`src/rtl/hps_reset_req_sequencer_if.sv`:
```
// Signal bundle between the board keys / HPS handshake and the reset request sequencer.
// The sequencer connects through the slave modport; whatever drives the keys uses master.
interface hps_reset_req_sequencer_if;
    logic [1:0]  button_n;
    logic        enable;
    logic        h2f_reset_n;
    logic        f2h_cold_reset_req_n;
    logic        f2h_warm_reset_req_n;
    logic        f2h_debug_reset_req_n;
    logic [27:0] stm_hwevents;
    logic        busy;
    logic        timeout_err;

    modport slave (
        input  button_n,
        input  enable,
        input  h2f_reset_n,
        output f2h_cold_reset_req_n,
        output f2h_warm_reset_req_n,
        output f2h_debug_reset_req_n,
        output stm_hwevents,
        output busy,
        output timeout_err
    );

    modport master (
        output button_n,
        output enable,
        output h2f_reset_n,
        input  f2h_cold_reset_req_n,
        input  f2h_warm_reset_req_n,
        input  f2h_debug_reset_req_n,
        input  stm_hwevents,
        input  busy,
        input  timeout_err
    );
endinterface

```
`src/rtl/hps_reset_req_sequencer.sv`:
```
// Debounces board keys and sequences warm/cold/debug HPS reset requests with handshake wait,
// STM event strobes and a sticky handshake-timeout flag.
module hps_reset_req_sequencer #(
    parameter int unsigned DEBOUNCE_CYCLES    = 50000,
    parameter int unsigned LONG_PRESS_CYCLES  = 100000000,
    parameter int unsigned REQ_PULSE_CYCLES   = 1024,
    parameter int unsigned ACK_TIMEOUT_CYCLES = 50000000,
    parameter int unsigned CNT_W              = 32
) (
    input logic                      clk,
    input logic                      reset,
    hps_reset_req_sequencer_if.slave bus
);
    // Compare against N-1 on the pre-increment value so the counters never need to hold N.
    localparam logic [CNT_W-1:0] DebLast   = CNT_W'(DEBOUNCE_CYCLES - 1);
    localparam logic [CNT_W-1:0] LongLast  = CNT_W'(LONG_PRESS_CYCLES - 1);
    localparam logic [CNT_W-1:0] PulseLast = CNT_W'(REQ_PULSE_CYCLES - 1);
    localparam logic [CNT_W-1:0] AckLast   = CNT_W'(ACK_TIMEOUT_CYCLES - 1);

    typedef enum logic [2:0] {
        StIdle, StPress, StAssert, StWaitAckLow, StWaitAckHigh, StLockout
    } state_e;

    logic [1:0]       btn_s1_q, btn_s2_q;
    logic             h2f_s1_q, h2f_s2_q;
    logic [1:0]       key_q, key_d;
    logic [CNT_W-1:0] deb_cnt_q [2];
    logic [CNT_W-1:0] deb_cnt_d [2];
    logic [1:0]       press;

    state_e           state_q, state_d;
    logic [CNT_W-1:0] cnt_q, cnt_d;
    logic             cold_q, cold_d;
    logic             dbg_act_q, dbg_act_d;
    logic [CNT_W-1:0] dbg_cnt_q, dbg_cnt_d;

    logic             warm_n_q, warm_n_d, cold_n_q, cold_n_d, dbg_n_q, dbg_n_d;
    logic [4:0]       ev_q, ev_d;
    logic             busy_q, busy_d, terr_q, terr_d;

    always_comb begin
        key_d = key_q;
        press = '0;
        for (int i = 0; i < 2; i++) begin
            deb_cnt_d[i] = '0;
            if (btn_s2_q[i] != key_q[i]) begin
                if (deb_cnt_q[i] >= DebLast) begin
                    key_d[i] = btn_s2_q[i];
                    press[i] = ~btn_s2_q[i];
                end else begin
                    deb_cnt_d[i] = deb_cnt_q[i] + CNT_W'(1);
                end
            end
        end
    end

    always_comb begin
        state_d   = state_q;
        cnt_d     = cnt_q;
        cold_d    = cold_q;
        terr_d    = terr_q;
        ev_d      = '0;
        dbg_act_d = dbg_act_q;
        dbg_cnt_d = dbg_cnt_q;

        unique case (state_q)
            StIdle: begin
                if (press[0] && bus.enable) begin
                    state_d = StPress;
                    cnt_d   = '0;
                end
            end
            StPress: begin
                if (!bus.enable) begin
                    state_d = StIdle;
                end else if (key_q[0]) begin
                    state_d = StAssert;
                    cold_d  = 1'b0;
                    cnt_d   = '0;
                    ev_d[0] = 1'b1;
                end else if (cnt_q >= LongLast) begin
                    state_d = StAssert;
                    cold_d  = 1'b1;
                    cnt_d   = '0;
                    ev_d[1] = 1'b1;
                end else begin
                    cnt_d = cnt_q + CNT_W'(1);
                end
            end
            StAssert: begin
                if (cnt_q >= PulseLast) begin
                    state_d = StWaitAckLow;
                    cnt_d   = '0;
                end else begin
                    cnt_d = cnt_q + CNT_W'(1);
                end
            end
            StWaitAckLow, StWaitAckHigh: begin
                if ((state_q == StWaitAckLow) && !h2f_s2_q) begin
                    state_d = StWaitAckHigh;
                    cnt_d   = '0;
                end else if ((state_q == StWaitAckHigh) && h2f_s2_q) begin
                    state_d = StLockout;
                    ev_d[3] = 1'b1;
                end else if (cnt_q >= AckLast) begin
                    state_d = StLockout;
                    terr_d  = 1'b1;
                    ev_d[4] = 1'b1;
                end else begin
                    cnt_d = cnt_q + CNT_W'(1);
                end
            end
            StLockout: begin
                if (key_q[0]) state_d = StIdle;
            end
            default: state_d = StIdle;
        endcase

        // Debug pulse runs beside the main FSM; presses mid-pulse or past PRESS are dropped.
        if (press[1] && bus.enable && !dbg_act_q && (state_q == StIdle || state_q == StPress)) begin
            dbg_act_d = 1'b1;
            dbg_cnt_d = '0;
            ev_d[2]   = 1'b1;
        end else if (dbg_act_q) begin
            if (dbg_cnt_q >= PulseLast) dbg_act_d = 1'b0;
            else                        dbg_cnt_d = dbg_cnt_q + CNT_W'(1);
        end

        // Outputs registered from next state so they line up exactly with state_q.
        warm_n_d = !((state_d == StAssert) && !cold_d);
        cold_n_d = !((state_d == StAssert) && cold_d);
        dbg_n_d  = !dbg_act_d;
        busy_d   = (state_d != StIdle);
    end

    always_ff @(posedge clk or posedge reset) begin
        if (reset) begin
            btn_s1_q     <= 2'b11;
            btn_s2_q     <= 2'b11;
            h2f_s1_q     <= 1'b1;
            h2f_s2_q     <= 1'b1;
            key_q        <= 2'b11;
            deb_cnt_q[0] <= '0;
            deb_cnt_q[1] <= '0;
            state_q      <= StIdle;
            cnt_q        <= '0;
            cold_q       <= 1'b0;
            dbg_act_q    <= 1'b0;
            dbg_cnt_q    <= '0;
            warm_n_q     <= 1'b1;
            cold_n_q     <= 1'b1;
            dbg_n_q      <= 1'b1;
            ev_q         <= '0;
            busy_q       <= 1'b0;
            terr_q       <= 1'b0;
        end else begin
            btn_s1_q     <= bus.button_n;
            btn_s2_q     <= btn_s1_q;
            h2f_s1_q     <= bus.h2f_reset_n;
            h2f_s2_q     <= h2f_s1_q;
            key_q        <= key_d;
            deb_cnt_q[0] <= deb_cnt_d[0];
            deb_cnt_q[1] <= deb_cnt_d[1];
            state_q      <= state_d;
            cnt_q        <= cnt_d;
            cold_q       <= cold_d;
            dbg_act_q    <= dbg_act_d;
            dbg_cnt_q    <= dbg_cnt_d;
            warm_n_q     <= warm_n_d;
            cold_n_q     <= cold_n_d;
            dbg_n_q      <= dbg_n_d;
            ev_q         <= ev_d;
            busy_q       <= busy_d;
            terr_q       <= terr_d;
        end
    end

    assign bus.f2h_warm_reset_req_n  = warm_n_q;
    assign bus.f2h_cold_reset_req_n  = cold_n_q;
    assign bus.f2h_debug_reset_req_n = dbg_n_q;
    assign bus.stm_hwevents          = {23'b0, ev_q};
    assign bus.busy                  = busy_q;
    assign bus.timeout_err           = terr_q;
endmodule
```
`src/flat_wrapper.sv`:
```
// flat-port wrapper written by rule: the top's interface ports become plain ports
module hps_reset_req_sequencer_flat 
#(
    parameter int unsigned DEBOUNCE_CYCLES    = 50000,
    parameter int unsigned LONG_PRESS_CYCLES  = 100000000,
    parameter int unsigned REQ_PULSE_CYCLES   = 1024,
    parameter int unsigned ACK_TIMEOUT_CYCLES = 50000000,
    parameter int unsigned CNT_W              = 32
)
  (clk, reset, bus_button_n, bus_enable, bus_h2f_reset_n, bus_f2h_cold_reset_req_n, bus_f2h_warm_reset_req_n, bus_f2h_debug_reset_req_n, bus_stm_hwevents, bus_busy, bus_timeout_err);
  hps_reset_req_sequencer_if bus_i ();
  input logic clk;
  input logic reset;
  input wire logic [$bits(bus_i.button_n)-1:0] bus_button_n;
  input wire logic [$bits(bus_i.enable)-1:0] bus_enable;
  input wire logic [$bits(bus_i.h2f_reset_n)-1:0] bus_h2f_reset_n;
  output wire logic [$bits(bus_i.f2h_cold_reset_req_n)-1:0] bus_f2h_cold_reset_req_n;
  output wire logic [$bits(bus_i.f2h_warm_reset_req_n)-1:0] bus_f2h_warm_reset_req_n;
  output wire logic [$bits(bus_i.f2h_debug_reset_req_n)-1:0] bus_f2h_debug_reset_req_n;
  output wire logic [$bits(bus_i.stm_hwevents)-1:0] bus_stm_hwevents;
  output wire logic [$bits(bus_i.busy)-1:0] bus_busy;
  output wire logic [$bits(bus_i.timeout_err)-1:0] bus_timeout_err;
  assign bus_i.button_n = bus_button_n;
  assign bus_i.enable = bus_enable;
  assign bus_i.h2f_reset_n = bus_h2f_reset_n;
  assign bus_f2h_cold_reset_req_n = bus_i.f2h_cold_reset_req_n;
  assign bus_f2h_warm_reset_req_n = bus_i.f2h_warm_reset_req_n;
  assign bus_f2h_debug_reset_req_n = bus_i.f2h_debug_reset_req_n;
  assign bus_stm_hwevents = bus_i.stm_hwevents;
  assign bus_busy = bus_i.busy;
  assign bus_timeout_err = bus_i.timeout_err;
  hps_reset_req_sequencer #(.DEBOUNCE_CYCLES(DEBOUNCE_CYCLES), .LONG_PRESS_CYCLES(LONG_PRESS_CYCLES), .REQ_PULSE_CYCLES(REQ_PULSE_CYCLES), .ACK_TIMEOUT_CYCLES(ACK_TIMEOUT_CYCLES), .CNT_W(CNT_W)) u_core (.clk(clk), .reset(reset), .bus(bus_i));
endmodule
```
`config.mk`:
```
export PLATFORM = sky130hd
export DESIGN_NAME = hps_reset_req_sequencer_flat
export DESIGN_NICKNAME = d
export VERILOG_FILES = /design/src/rtl/hps_reset_req_sequencer_if.sv /design/src/rtl/hps_reset_req_sequencer.sv /design/src/flat_wrapper.sv
export SDC_FILE = /design/constraint.sdc
export NUM_CORES = 1
export LEC_CHECK = 0
export ABC_AREA = 1
export BUFFER_PORTS_ARGS = -buffer_cell sky130_fd_sc_hd__buf_2
export CORE_MARGIN = 8
export CORE_UTILIZATION = 40
export DETAILED_ROUTE_END_ITERATION = 8
export SKIP_CTS_REPAIR_TIMING = 1
export SLEW_MARGIN = 10
export SYNTH_ARGS = -nofsm -noshare
export SYNTH_HDL_FRONTEND = slang
export SYNTH_SLANG_ARGS = --single-unit
```
`constraint.sdc`:
```
create_clock -name clk -period 10.4 [get_ports clk]
set_input_delay 1.04 -clock clk [delete_from_list [all_inputs] [get_ports clk]]
set_output_delay 1.04 -clock clk [all_outputs]
set_load 0.1 [all_outputs]
```
==> metrics.json, run 1 <==
{
  "final_layout": {
    "drive_above_1_share": 0.0952,
    "finish.net_count": 974,
    "fillers": 1846,
    "layout.area.seq_sq_mm": 0.00379,
    "areaGrowthSynthToFinish_pct": 12.3,
    "num_antenna_cells": 0,
    "multi_input_area_sq_mm": 0.00310,
    "most_frequent_standard_cell_in_the_layout_excluding_fill_and_tap_cells": "sky130_fd_sc_hd__nand2_1",
    "finish.instance_area_sq_mm": 0.00833,
    "mostFrequentLayoutCells": "212 x sky130_fd_sc_hd__nand2_1, 181 x sky130_fd_sc_hd__nor2_1, 140 x sky130_fd_sc_hd__dfrtp_1"
  },
  "floorplan": {
    "design.die.area_sq_mm": 0.0232,
    "die-width_microns": 152,
    "initial_core_util": 0.402,
    "ios": 39,
    "die_y_microns": 152,
    "placement_rows": 50,
    "core_sq_mm": 0.0185
  },
  "clock_tree": {
    "clkTransAtPathRegs_ps": 60,
    "tritoncts": "yes",
    "h-tree-depth": 4,
    "numClockSinks": 151,
    "clock_latency_ps": 420,
    "numCtsBuffers": 17,
    "deepest_clock_path_buffer_count": 2,
    "clockRootBuffer": "sky130_fd_sc_hd__clkbuf_16"
  },
  "synthesis": {
    "synth.yosys.seq_area_share": 0.511,
    "synthesis.instances": 914,
    "ys_types": 41,
    "avgSynthCellArea_sq_um": 8.11,
    "yosys_warnings": 0,
    "mappedNetlistArea_sq_mm": 0.00742,
    "synth-seq-cells": 151
  },
  "route": {
    "routed_wl_mm": 13.8,
    "wl_met3_microns": 464,
    "vias": 5376,
    "drt_pre_antenna_iters": 4,
    "initialDrtViolationCount": 412,
    "drt-vias-per-instance": 4.44,
    "drt_drc_violations_left": 0,
    "ant_nets": 0,
    "detailroute.wirelength.met2_mm": 6.19,
    "drt_wl_cell_microns": 11.4,
    "wl_met1_mm": 7.01,
    "routed.top_layer": "met4"
  },
  "worst_setup_path": {
    "critical_path_required_ps": 9360,
    "setup.worst_path.end": "bus_f2h_debug_reset_req_n",
    "critical_path_buf_inv_count": 1,
    "timing.rr.start": "u_core.deb_cnt_q[32]",
    "worst-r2r-cell-count": 13,
    "endpoint_kind": "output port",
    "crit_path_max_incr_delay_ps": 510,
    "cp_cell_sequence": "buf_2",
    "cell_class_contributing_the_biggest_share_of_worst_path_delay": "flip-flops",
    "critical_path_class": "reg -> out",
    "r2r-end": "u_core.cnt_q[25]",
    "start_kind": "flip-flop",
    "critical_path_cell_count": 1,
    "critical_path.slowest_cell": "sky130_fd_sc_hd__dfstp_2",
    "r2r_setup_slack_ps": 8030,
    "timing.critical_path.fanout_max": 1,
    "arr_time_crit_path_ps": 1350,
    "cp-startpoint": "u_core.bus.f2h_debug_reset_req_n"
  },
  "global_route": {
    "grtUsageTotal": 0.127,
    "grt_pass1_wl_mm": 24.5,
    "antenna_found_initial": 0,
    "globalRouteOverflowTotal": 0,
    "grt_start_max_net_pins": 89,
    "first_global_vias": 5234
  },
  "hold_path": {
    "worstHoldStart": "u_core.btn_s1_q[0]",
    "min_path_type": "reg -> reg"
  },
  "sta": {
    "tightest_slew_ps": 771,
    "final_min_period_over_clock_period": 0.230,
    "rsz0062_at_grt": "no",
    "period_minus_slack_ps": 2390,
    "timing.max_slew.rel_slack": 0.486,
    "timing.clock.skew_ps": 13.0,
    "number_of_hold_violations_in_the_final_report": 0,
    "final_setup_vio_count": 0,
    "final_max_slew_viol_count": 0,
    "fin_tns_setup_ps": 0,
    "timing.fmax_mhz": 418
  },
  "placement": {
    "place.port_buffers": 15,
    "place.gp.congestion": 0.870,
    "post_detailed_placement_cell_area_sq_mm": 0.00772,
    "dp_hpwl_mm": 9.89
  },
  "pwr": {
    "cellLeakagePower_uw": 0.00404,
    "ir_worst_vdd_uv": 175,
    "power.density_cell_area_mw_per_mm2": 186
  },
  "outcome": {
    "status": "finished clean"
  },
  "run": {
    "drv_cap": 0
  }
}
[flip-flops by register name, summed over array words and instances, names as in the netlist, 2 cells and up]
name,flops
u_core.btn_s2_q,2
u_core.ev_q,5
u_core.dbg_cnt_q,32
u_core.deb_cnt_q,64
u_core.btn_s1_q,2
u_core.state_q,3
u_core.cnt_q,32
u_core.key_q,2
[how the worst min path moves through the flow]
stage                         end  cells after the start
6_report       u_core.btn_s2_q[0]                      0
3_5_place_dp   u_core.btn_s2_q[0]                      0
3_3_place_gp   u_core.btn_s2_q[0]                      0
5_1_grt        u_core.btn_s2_q[0]                      0
2_1_floorplan  u_core.btn_s2_q[0]                      0
4_1_cts        u_core.btn_s2_q[0]                      0
[cells in the mapped netlist (all sizes together)]
cell type	instances	share of area
nand3b	2	0.0020
and2	2	0.0017
a211oi	2	0.0020
xnor2	9	0.011
nor3b	4	0.0040
o21bai	4	0.0040
inv	117	0.059
o22ai	1	0.0027
and3	3	0.0025
nand2	219	0.11
clkbuf	1	0.00067
xor2	32	0.038
dfrtp	140	0.47
a31o	2	0.0024
a31oi	1	0.00084
nand3	52	0.038
buf	39	0.038
dfstp	11	0.039
nor4	1	0.00084
ha	4	0.0067
or2	6	0.0051
o21ai	28	0.021
a21oi	6	0.0046
nor2	188	0.10
conb	1	0.00051
nor3	18	0.012
nand4	21	0.018
[per-stage QoR]
stage / setup slack (ps) / total power (uW) / std cells / hold slack (ps) / utilization
finish: 8010 / 1550 / 1211 / 355 / 0.451
global route: 7690 / 1630 / 1211 / 364 / 0.451
CTS: 7980 / 1570 / 1211 / 356 / 0.451
detailed placement: 7740 / 928 / 1179 / 347 / 0.418
global placement: 7770 / 926 / 1179 / 346 / 0.418
floorplan: 5310 / 908 / 968 / 345 / -
[power by group]
part           internal [uW]  switching [uW]
clock                    388             248
sequential               626            16.4
combinational           47.7             225
total                   1060             489
[layout make-up]
cell class | count | area share
Sequential cell | 151 | 0.455
Multi-Input combinational cell | 660 | 0.372
Clock buffer | 20 | 0.0536
Inverter | 117 | 0.0533
Tap cell | 234 | 0.0351
Clock inverter | 12 | 0.0198
Timing Repair Buffer | 17 | 0.0108
[logic make-up (layout without fill, tap and decap cells)]
kind of cell / after synthesis / in the layout / synth area share
XOR/XNOR: 41 / 41 / 0.0484
other: 1 / 55 / 0.000506
flip-flops: 151 / 151 / 0.511
adder cells (fa/ha/maj): 4 / 4 / 0.00675
AND/OR/NAND/NOR: 516 / 516 / 0.297
AO/OA/AOI/OAI: 44 / 44 / 0.0380
buffers and inverters: 157 / 166 / 0.0980
[metal layers]
metal / global-route usage / up-vias
met5: 0 / -
met4: 0.0433 / 0
met3: 0.0360 / 18
met2: 0.197 / 78
met1: 0.168 / 2430
li1: - / 2850
Note: power is estimated with default switching activity, not from simulation.
==> run 2, diff against run 1 <==
ABC_AREA = 0   (was 1)
clock period = 2.1 ns   (was 10.4 ns; I/O delays follow)
==> run 2 against run 1 <==
Net effect:
- the flow now finishes with violations (negative setup slack)
- power grew to 6.0 times the previous value
- area after synthesis shrank 9.3%
- die area down 8.3%
- non-clock buffer count grew 111
- synthesized cell count decreased by 32%
- first-iteration DRC count fell by 17%
- flip-flop and latch count is the same
- cell area grew 6.0%
- combinational power rose to 9.8 times the previous value
- clock power rose to 5.1 times the previous value
- largest power group unchanged
==> metrics.json, run 2 <==
{
  "hold_path": {
    "hold-path-cell-count": {"value": 3, "change": "was 0"},
    "holdPathEnd": {"value": "u_core.ev_q[1]", "change": "was u_core.btn_s2_q[0]"},
    "worstHoldStart": {"value": "bus_enable", "change": "was u_core.btn_s1_q[0]"},
    "min_path_type": {"value": "in -> reg", "change": "was reg -> reg"}
  },
  "sta": {
    "final_setup_vio_count": {"value": 37, "change": "was 0"},
    "final_min_period_over_clock_period": 1.18,
    "fin_tns_setup": {"value": -9470, "unit": "ps", "change": "was 0 ps"},
    "timing.final.ws_setup": {"value": -383, "unit": "ps", "change": "was 8010 ps"},
    "tightest_slew": {"value": 766, "unit": "ps", "change": "was 771 ps"},
    "period_minus_slack_ps": 2480,
    "smallest_hold_slack": {"value": 171, "unit": "ps", "change": "was 355 ps"},
    "final_max_slew_viol_count": {"value": 0, "change": "unchanged"},
    "timing.max_slew.rel_slack": {"value": 0.488, "change": "was 0.486"},
    "timing.clock.skew": {"value": 10.9, "unit": "ps", "change": "was 13.0 ps"},
    "number_of_hold_violations_in_the_final_report": {"value": 0, "change": "unchanged"},
    "timing.fmax_mhz": 403,
    "rsz0062_at_grt": {"value": "yes", "change": "was no"}
  },
  "final_layout": {
    "finish.net_count": {"value": 781, "change": "was 974"},
    "largestRegisters": {"value": "u_core.deb_cnt_q: 64 flops, u_core.cnt_q: 32 flops, u_core.dbg_cnt_q: 32 flops", "change": "unchanged"},
    "mostFrequentLayoutCells": {"value": "138 x sky130_fd_sc_hd__dfrtp_1, 92 x sky130_fd_sc_hd__buf_4, 57 x sky130_fd_sc_hd__nor2_1", "change": "was 212 x sky130_fd_sc_hd__nand2_1, 181 x sky130_fd_sc_hd__nor2_1, 140 x sky130_fd_sc_hd__dfrtp_1"},
    "areaGrowthSynthToFinish": {"value": 31.2, "unit": "%", "change": "was 12.3%"},
    "num_antenna_cells": {"value": 0, "change": "unchanged"},
    "largest_register_ffs": {"value": 64, "change": "unchanged"},
    "drive_above_1_share": {"value": 0.306, "change": "was 0.0952"},
    "most_frequent_standard_cell_in_the_layout_excluding_fill_and_tap_cells": {"value": "sky130_fd_sc_hd__dfrtp_1", "change": "was sky130_fd_sc_hd__nand2_1"},
    "top_register": {"value": "u_core.deb_cnt_q", "change": "unchanged"},
    "layoutNonFillerInstCount": {"value": 1004, "change": "was 1211"}
  },
  "worst_setup_path": {
    "endpoint_kind": {"value": "flip-flop", "change": "was output port"},
    "critical_path_class": {"value": "reg -> reg", "change": "was reg -> out"},
    "timing.critical_path.fanout_max": {"value": 6, "change": "was 1"},
    "crit_path_max_incr_delay": {"value": 450, "unit": "ps", "change": "was 510 ps"},
    "cell_class_contributing_the_biggest_share_of_worst_path_delay": {"value": "compound AO/OA/AOI/OAI gates", "change": "was flip-flops"},
    "r2r_setup_slack": {"value": -380, "unit": "ps", "change": "was 8030 ps"},
    "timing.rr.start": {"value": "u_core.cnt_q[22]", "change": "was u_core.deb_cnt_q[32]"},
    "r2r-end": {"value": "u_core.cnt_q[21]", "change": "was u_core.cnt_q[25]"},
    "arr_time_crit_path": {"value": 2780, "unit": "ps", "change": "was 1350 ps"},
    "critical_path_buf_inv_count": {"value": 1, "change": "unchanged"},
    "critical_path_required": {"value": 2400, "unit": "ps", "change": "was 9360 ps"},
    "worst-r2r-cell-count": {"value": 8, "change": "was 13"},
    "cp_cell_sequence": {"value": "nand3_1, or3_1, a2111o_1, nand4b_4, o31a_1, nor2_4, buf_6, a221o_1", "change": "was buf_2"},
    "critical_path.slowest_cell": {"value": "sky130_fd_sc_hd__dfrtp_1", "change": "was sky130_fd_sc_hd__dfstp_2"},
    "start_kind": {"value": "flip-flop", "change": "unchanged"}
  },
  "route": {
    "vias": {"value": 5050, "change": "was 5376"},
    "drt_drc_violations_left": {"value": 0, "change": "unchanged"},
    "initialDrtViolationCount": {"value": 344, "change": "was 412"},
    "wl_met3": {"value": 626, "unit": "microns", "change": "was 464 microns"},
    "detailroute.wirelength.met2": {"value": 7.26, "unit": "mm", "change": "was 6.19 mm"},
    "drt_wl_cell": {"value": 14.6, "unit": "microns", "change": "was 11.4 microns"},
    "ant_nets": {"value": 0, "change": "unchanged"},
    "routed_wl": {"value": 14.7, "unit": "mm", "change": "was 13.8 mm"},
    "routed.top_layer": {"value": "met4", "change": "unchanged"},
    "wl_met1": {"value": 6.61, "unit": "mm", "change": "was 7.01 mm"},
    "drt_pre_antenna_iters": {"value": 7, "change": "was 4"},
    "drt-vias-per-instance": {"value": 5.03, "change": "was 4.44"}
  },
  "floorplan": {
    "die-width": {"value": 146, "unit": "microns", "change": "was 152 microns"},
    "core": {"value": 0.0165, "unit": "sq mm", "change": "was 0.0185 sq mm"},
    "initial_core_util": {"value": 0.407, "change": "was 0.402"},
    "design.die.area": {"value": 0.0212, "unit": "sq mm", "change": "was 0.0232 sq mm"},
    "die_y": {"value": 146, "unit": "microns", "change": "was 152 microns"},
    "placement_rows": {"value": 47, "change": "was 50"},
    "ios": {"value": 39, "change": "unchanged"}
  },
  "pwr": {
    "cellLeakagePower": {"value": 0.00403, "unit": "uW", "change": "was 0.00404 uW"},
    "share_seq_of_total_power": {"value": 0.362, "change": "was 0.414"},
    "power.density_cell_area": {"value": 1050, "unit": "mW/mm^2", "change": "was 186 mW/mm^2"},
    "ir_worst_vdd": {"value": 924, "unit": "uV", "change": "was 175 uV"},
    "internal_power": {"value": 6280, "unit": "uW", "change": "was 1060 uW"},
    "comb_power_share": {"value": 0.288, "change": "was 0.176"},
    "power.share.clock": {"value": 0.350, "change": "was 0.410"},
    "power.share.switching": {"value": 0.323, "change": "was 0.315"},
    "p_switching": {"value": 2990, "unit": "uW", "change": "was 489 uW"},
    "totalPowerFinal": {"value": 9270, "unit": "uW", "change": "was 1550 uW"}
  },
  "synthesis": {
    "synth_common_cells": {"value": "140 x sky130_fd_sc_hd__dfrtp_1, 73 x sky130_fd_sc_hd__nor2_1, 53 x sky130_fd_sc_hd__nand2_1, 28 x sky130_fd_sc_hd__xor2_1", "change": "was 212 x sky130_fd_sc_hd__nand2_1, 181 x sky130_fd_sc_hd__nor2_1, 140 x sky130_fd_sc_hd__dfrtp_1, 113 x sky130_fd_sc_hd__inv_1, 49 x sky130_fd_sc_hd__nand3_1"},
    "synth.top_cells.by_area": {"value": "sky130_fd_sc_hd__dfrtp_1 52%, sky130_fd_sc_hd__dfstp_2 4.3%, sky130_fd_sc_hd__nor2_1 4.1%, sky130_fd_sc_hd__xor2_1 3.6%, sky130_fd_sc_hd__buf_4 3.0%", "change": "was sky130_fd_sc_hd__dfrtp_1 47%, sky130_fd_sc_hd__nand2_1 11%, sky130_fd_sc_hd__nor2_1 9.2%, sky130_fd_sc_hd__inv_1 5.7%, sky130_fd_sc_hd__dfstp_2 3.9%"},
    "synthesis.instances": {"value": 620, "change": "was 914"},
    "synth-seq-cells": {"value": 151, "change": "unchanged"},
    "mappedNetlistArea": {"value": 0.00673, "unit": "sq mm", "change": "was 0.00742 sq mm"},
    "avgSynthCellArea": {"value": 10.9, "unit": "sq um", "change": "was 8.11 sq um"},
    "synth_largest_area_cell": {"value": "sky130_fd_sc_hd__dfrtp_1", "change": "unchanged"},
    "synth_enable_flop_cells": {"value": 0, "change": "unchanged"},
    "synth.top_cell.area_share": {"value": 0.521, "change": "was 0.472"},
    "post-synth-top-count-cell": {"value": "sky130_fd_sc_hd__dfrtp_1", "change": "was sky130_fd_sc_hd__nand2_1"},
    "yosys_warnings": {"value": 0, "change": "unchanged"},
    "ys_async_sr_fraction": {"value": 1.00, "change": "unchanged"},
    "postSynth.topFlopCell": {"value": "sky130_fd_sc_hd__dfrtp_1", "change": "unchanged"},
    "synth.yosys.seq_area_share": {"value": 0.564, "change": "was 0.511"},
    "ys_types": {"value": 69, "change": "was 41"}
  },
  "clock_tree": {
    "numCtsBuffers": {"value": 17, "change": "unchanged"},
    "h-tree-depth": {"value": 4, "change": "unchanged"},
    "tritoncts": {"value": "yes", "change": "unchanged"},
    "clock_latency": {"value": 420, "unit": "ps", "change": "about the same"},
    "deepest_clock_path_buffer_count": {"value": 2, "change": "unchanged"},
    "numClockSinks": {"value": 151, "change": "unchanged"},
    "clkTransAtPathRegs": {"value": 60, "unit": "ps", "change": "about the same"},
    "clockRootBuffer": {"value": "sky130_fd_sc_hd__clkbuf_16", "change": "unchanged"}
  },
  "run": {
    "drv_cap": {"value": 0, "change": "unchanged"}
  },
  "placement": {
    "place.gp.congestion": {"value": 0.848, "change": "was 0.870"},
    "place.port_buffers": {"value": 15, "change": "unchanged"},
    "dp_hpwl": {"value": 9.98, "unit": "mm", "change": "was 9.89 mm"},
    "place_inst": {"value": 951, "change": "was 1179"}
  },
  "global_route": {
    "antenna_found_initial": {"value": 0, "change": "unchanged"},
    "grt_start_max_net_pins": {"value": 41, "change": "was 89"},
    "grtUsageTotal": {"value": 0.139, "change": "was 0.127"},
    "globalRouteOverflowTotal": {"value": 0, "change": "unchanged"},
    "grt_pass1_wl": {"value": 24.3, "unit": "mm", "change": "was 24.5 mm"},
    "first_global_vias": {"value": 5022, "change": "was 5234"}
  },
  "outcome": {
    "status": {"value": "finished, violations left", "change": "was finished clean"},
    "failed_checks": "negative setup slack"
  }
}
run 2: through the flow:
stage | area (sq um) | setup WS (ps) | util
4_1_cts | 8380 | -348 | 0.507
5_1_grt | 8830 | -490 | 0.534
2_1_floorplan | 6990 | -240 | -
3_3_place_gp | 7740 | -327 | 0.468
3_5_place_dp | 7740 | -317 | 0.468
6_report | 8830 | -383 | 0.534
run 2: layout make-up:
type | instances | area (sq um)
inverters | 11 | 45.0
well taps | 220 | 275
repair buffers | 128 | 1040
clock inverters | 12 | 189
flip-flops and latches | 151 | 3790
clock buffers | 20 | 447
multi-input cells | 462 | 3040
fillers | 1405 | 7700
run 2: how the worst max path moves through the flow:
stage                                 from                to  slack [ps]  cells past startpoint
after floorplan            u_core.cnt_q[0]  u_core.cnt_q[13]        -240                     10
after global placement     u_core.cnt_q[8]   u_core.bus.busy        -330                      7
after detailed placement   u_core.cnt_q[1]  u_core.cnt_q[20]        -320                      9
after CTS                 u_core.cnt_q[20]  u_core.cnt_q[21]        -350                      8
after global routing      u_core.cnt_q[22]  u_core.cnt_q[21]        -490                      8
final                     u_core.cnt_q[22]  u_core.cnt_q[21]        -380                      8
run 2: tightest hold or removal path, stage by stage:
cell	delay (ps)
sky130_fd_sc_hd__buf_2	140
sky130_fd_sc_hd__nand3_1	140
sky130_fd_sc_hd__nor3_1	60
run 2: cells by family after synthesis:
family / synth area share
buffers and inverters: 0.0536
AOI/OAI and AO/OA: 0.0939
and+or+nand+nor: 0.225
muxes: 0.00484
xor gates and xnor gates: 0.0508
other: 0.000557
DFF: 0.564
adders and majority gates: 0.00744
run 2: per-layer routing:
| layer | GRT usage | vias to the layer above |
|---|---|---|
| li1 | - | 2402 |
| met1 | 0.177 | 2515 |
| met2 | 0.218 | 115 |
| met3 | 0.0395 | 18 |
| met4 | 0.0567 | 0 |
| met5 | 0 | - |
run 2: power groups by stage:
stage | clock network, uW | registers, uW | logic (uW)
global route | 3440 | 3380 | 2880
CTS | 3330 | 3350 | 2250
detailed placement | 0 | 3390 | 2240
finish | 3250 | 3360 | 2670
global placement | 0 | 3380 | 2200
floorplan | 0 | 3570 | 1510
==> run 3, diff against run 2 <==
--- a/config.mk
+++ b/config.mk
@@ -9,3 +9,3 @@
 export BUFFER_PORTS_ARGS = -buffer_cell sky130_fd_sc_hd__buf_2
-export CORE_MARGIN = 8
+export CORE_MARGIN = 2
 export CORE_UTILIZATION = 40
--- a/constraint.sdc
+++ b/constraint.sdc
@@ -3,2 +3,2 @@
 set_output_delay 0.21 -clock clk [all_outputs]
-set_load 0.1 [all_outputs]
+set_load 0.02 [all_outputs]
==> run 3 against run 2 <==
Net effect:
- the run still ends with negative setup slack left
- power decreased by 1.6%
- clock-buffer cell count grew 2
- die area down 16%
- clock skew up 4.7 ps
- critical endpoint is now u_core.cnt_q[20]
- largest power group unchanged
==> metrics.json, run 3 (same netlist as run 2, synthesis figures left out) <==
{
  "outcome": {
    "status": {"value": "finished, violations left", "change": "unchanged"},
    "failed_checks": {"value": "negative setup slack", "change": "unchanged"}
  },
  "sta": {
    "timing.fmax": {"value": 406, "unit": "MHz", "change": "was 403 MHz"},
    "timing.final.ws_setup": {"value": -364, "unit": "ps", "change": "was -383 ps"},
    "final_min_period_over_clock_period": {"value": 1.17, "change": "was 1.18"},
    "number_of_hold_violations_in_the_final_report": {"value": 0, "change": "unchanged"},
    "final_setup_vio_count": {"value": 37, "change": "unchanged"},
    "period_minus_slack": {"value": 2460, "unit": "ps", "change": "was 2480 ps"},
    "smallest_hold_slack": {"value": 243, "unit": "ps", "change": "was 171 ps"},
    "final_max_slew_viol_count": {"value": 0, "change": "unchanged"},
    "timing.clock.skew": {"value": 15.6, "unit": "ps", "change": "was 10.9 ps"},
    "rsz0062_at_grt": {"value": "yes", "change": "unchanged"}
  },
  "run": {
    "drv_cap": {"value": 0, "change": "unchanged"}
  },
  "hold_path": {
    "hold-path-cell-count": {"value": 3, "change": "unchanged"},
    "holdPathEnd": {"value": "u_core.ev_q[1]", "change": "unchanged"},
    "worstHoldStart": {"value": "bus_enable", "change": "unchanged"},
    "min_path_type": {"value": "in -> reg", "change": "unchanged"}
  },
  "worst_setup_path": {
    "critical_path_class": {"value": "reg -> reg", "change": "unchanged"},
    "crit_path_max_incr_delay": {"value": 410, "unit": "ps", "change": "was 450 ps"},
    "r2r_setup_slack": {"value": -360, "unit": "ps", "change": "was -380 ps"},
    "cp_cell_sequence": {"value": "ha_4, and4_4, buf_4, a311oi_4, nor4_4, o21ai_4, o21ai_4, buf_6, buf_12, buf_8, a221o_1", "change": "was nand3_1, or3_1, a2111o_1, nand4b_4, o31a_1, nor2_4, buf_6, a221o_1"},
    "worst-r2r-cell-count": {"value": 11, "change": "was 8"},
    "timing.critical_path.fanout_max": {"value": 8, "change": "was 6"},
    "path_common_cell": "sky130_fd_sc_hd__o21ai_4",
    "endpoint_kind": {"value": "flip-flop", "change": "unchanged"},
    "critical_path_required": {"value": 2400, "unit": "ps", "change": "about the same"},
    "timing.rr.start": {"value": "u_core.cnt_q[1]", "change": "was u_core.cnt_q[22]"},
    "r2r-end": {"value": "u_core.cnt_q[20]", "change": "was u_core.cnt_q[21]"},
    "start_kind": {"value": "flip-flop", "change": "unchanged"},
    "critical_path.slowest_cell": {"value": "sky130_fd_sc_hd__dfrtp_1", "change": "unchanged"},
    "arr_time_crit_path": {"value": 2770, "unit": "ps", "change": "was 2780 ps"}
  },
  "final_layout": {
    "areaGrowthSynthToFinish": {"value": 35.1, "unit": "%", "change": "was 31.2%"},
    "drive_above_1_share": {"value": 0.333, "change": "was 0.306"},
    "most_frequent_standard_cell_in_the_layout_excluding_fill_and_tap_cells": {"value": "sky130_fd_sc_hd__dfrtp_1", "change": "unchanged"},
    "mostFrequentLayoutCells": {"value": "140 x sky130_fd_sc_hd__dfrtp_1, 91 x sky130_fd_sc_hd__buf_4, 60 x sky130_fd_sc_hd__nor2_1", "change": "was 138 x sky130_fd_sc_hd__dfrtp_1, 92 x sky130_fd_sc_hd__buf_4, 57 x sky130_fd_sc_hd__nor2_1"},
    "layout.area.seq": {"value": 0.00379, "unit": "sq mm", "change": "about the same"},
    "finish.net_count": {"value": 787, "change": "was 781"},
    "multi_input_area": {"value": 0.00322, "unit": "sq mm", "change": "was 0.00304 sq mm"},
    "num_antenna_cells": {"value": 0, "change": "unchanged"},
    "fillers": {"value": 1386, "change": "was 1405"},
    "top_register": {"value": "u_core.deb_cnt_q", "change": "unchanged"},
    "finish.instance_area": {"value": 0.00909, "unit": "sq mm", "change": "was 0.00883 sq mm"},
    "largestRegisters": {"value": "u_core.deb_cnt_q: 64 flops, u_core.cnt_q: 32 flops, u_core.dbg_cnt_q: 32 flops", "change": "unchanged"},
    "largest_register_ffs": {"value": 64, "change": "unchanged"}
  },
  "global_route": {
    "globalRouteOverflowTotal": {"value": 0, "change": "unchanged"},
    "antenna_found_initial": {"value": 0, "change": "unchanged"},
    "grtUsageTotal": {"value": 0.162, "change": "was 0.139"},
    "grt_pass1_wl": {"value": 23.2, "unit": "mm", "change": "was 24.3 mm"},
    "grt_start_max_net_pins": {"value": 73, "change": "was 41"},
    "first_global_vias": {"value": 4861, "change": "was 5022"}
  },
  "placement": {
    "place.gp.congestion": {"value": 0.867, "change": "was 0.848"},
    "post_detailed_placement_cell_area": {"value": 0.00776, "unit": "sq mm", "change": "was 0.00774 sq mm"},
    "place.port_buffers": {"value": 15, "change": "unchanged"},
    "dp_hpwl": {"value": 9.20, "unit": "mm", "change": "was 9.98 mm"}
  },
  "floorplan": {
    "initial_core_util": {"value": 0.407, "change": "unchanged"},
    "design.die.area": {"value": 0.0179, "unit": "sq mm", "change": "was 0.0212 sq mm"},
    "placement_rows": {"value": 47, "change": "unchanged"},
    "die-width": {"value": 134, "unit": "microns", "change": "was 146 microns"},
    "die_y": {"value": 134, "unit": "microns", "change": "was 146 microns"},
    "core": {"value": 0.0165, "unit": "sq mm", "change": "unchanged"},
    "ios": {"value": 39, "change": "unchanged"}
  },
  "clock_tree": {
    "clkTransAtPathRegs": {"value": 60, "unit": "ps", "change": "about the same"},
    "clock_latency": {"value": 430, "unit": "ps", "change": "was 420 ps"},
    "tritoncts": {"value": "yes", "change": "unchanged"},
    "numCtsBuffers": {"value": 17, "change": "unchanged"},
    "clockRootBuffer": {"value": "sky130_fd_sc_hd__clkbuf_16", "change": "unchanged"},
    "h-tree-depth": {"value": 4, "change": "unchanged"},
    "numClockSinks": {"value": 151, "change": "unchanged"},
    "deepest_clock_path_buffer_count": {"value": 2, "change": "unchanged"}
  },
  "route": {
    "initialDrtViolationCount": {"value": 425, "change": "was 344"},
    "drt_drc_violations_left": {"value": 0, "change": "unchanged"},
    "drt-vias-per-instance": {"value": 5.03, "change": "about the same"},
    "ant_nets": {"value": 0, "change": "unchanged"},
    "drt_wl_cell": {"value": 14.3, "unit": "microns", "change": "was 14.6 microns"},
    "drt_pre_antenna_iters": {"value": 5, "change": "was 7"},
    "routed_wl": {"value": 14.4, "unit": "mm", "change": "was 14.7 mm"},
    "vias": {"value": 5081, "change": "was 5050"}
  },
  "pwr": {
    "ir_worst_vdd": {"value": 648, "unit": "uV", "change": "was 924 uV"},
    "power.density_cell_area": {"value": 1000, "unit": "mW/mm^2", "change": "was 1050 mW/mm^2"},
    "cellLeakagePower": {"value": 0.00412, "unit": "uW", "change": "was 0.00403 uW"}
  }
}
## run 3: changes by cell type in the layout (fill, tap and decap cells not counted), moves of 4 or more
| cell | delta |
|---|---|
| sky130_fd_sc_hd__nor2b_4 | +7 |
| sky130_fd_sc_hd__and3_1 | -4 |
| sky130_fd_sc_hd__buf_12 | +4 |
| sky130_fd_sc_hd__and3_4 | +4 |
| sky130_fd_sc_hd__nor2_2 | -4 |
| sky130_fd_sc_hd__clkbuf_16 | +4 |
| sky130_fd_sc_hd__nor2b_1 | -10 |
## run 3: worst max-delay path by stage
stage / start / endpoint
finish: u_core.cnt_q[1] / u_core.cnt_q[20]
global route: u_core.cnt_q[1] / u_core.cnt_q[20]
CTS: u_core.cnt_q[8] / u_core.bus.busy
detailed placement: u_core.cnt_q[8] / u_core.bus.busy
global placement: u_core.cnt_q[8] / u_core.bus.busy
floorplan: u_core.cnt_q[0] / u_core.cnt_q[13]
## run 3: where the power goes
part | leakage [uW] | switching (uW) | total, uW | internal, uW
Combinational | 0.00189 | 1470 | 2910 | 1430
Clock | 0.000263 | 1180 | 2870 | 1690
Sequential | 0.00198 | 190 | 3350 | 3160
Total | 0.00412 | 2840 | 9130 | 6290
## run 3: metal layers
metal  vias up  routed length [microns]  track usage
met3        32                      627       0.0396
met2       125                     7010        0.258
met1      2506                     6510        0.220
met4         0                      280       0.0514
met5         -                        0            0
li1       2418                        -            -
## run 3: layout make-up
class,instances,area share
clock inverter,10,0.0106
tap,220,0.0303
sequential,151,0.417
multi-input combinational,462,0.354
inverter,11,0.00495
timing repair buffer,134,0.132
clock buffer,22,0.0511
## run 3: critical path, delay by kind of cell, from the launching register on
| kind | cells | cell delay (ps) |
|---|---|---|
| buf+inv | 4 | 520 |
| fa+ha+maj | 1 | 170 |
| simple gates | 2 | 270 |
| flops | 1 | 410 |
| compound gates | 4 | 970 |
## run 3: metrics by stage
step                setup TNS [ps]  utilization  worst slack, ps  cells  total power [uW]
finish                       -9310        0.550             -364   1010              9130
global route                -13830        0.550             -457   1010              9560
CTS                         -13420        0.504             -501    986              8240
detailed placement          -12450        0.470             -486    954              5340
global placement            -10030        0.470             -418    954              5310
floorplan                    -6620            -             -240    674              4740
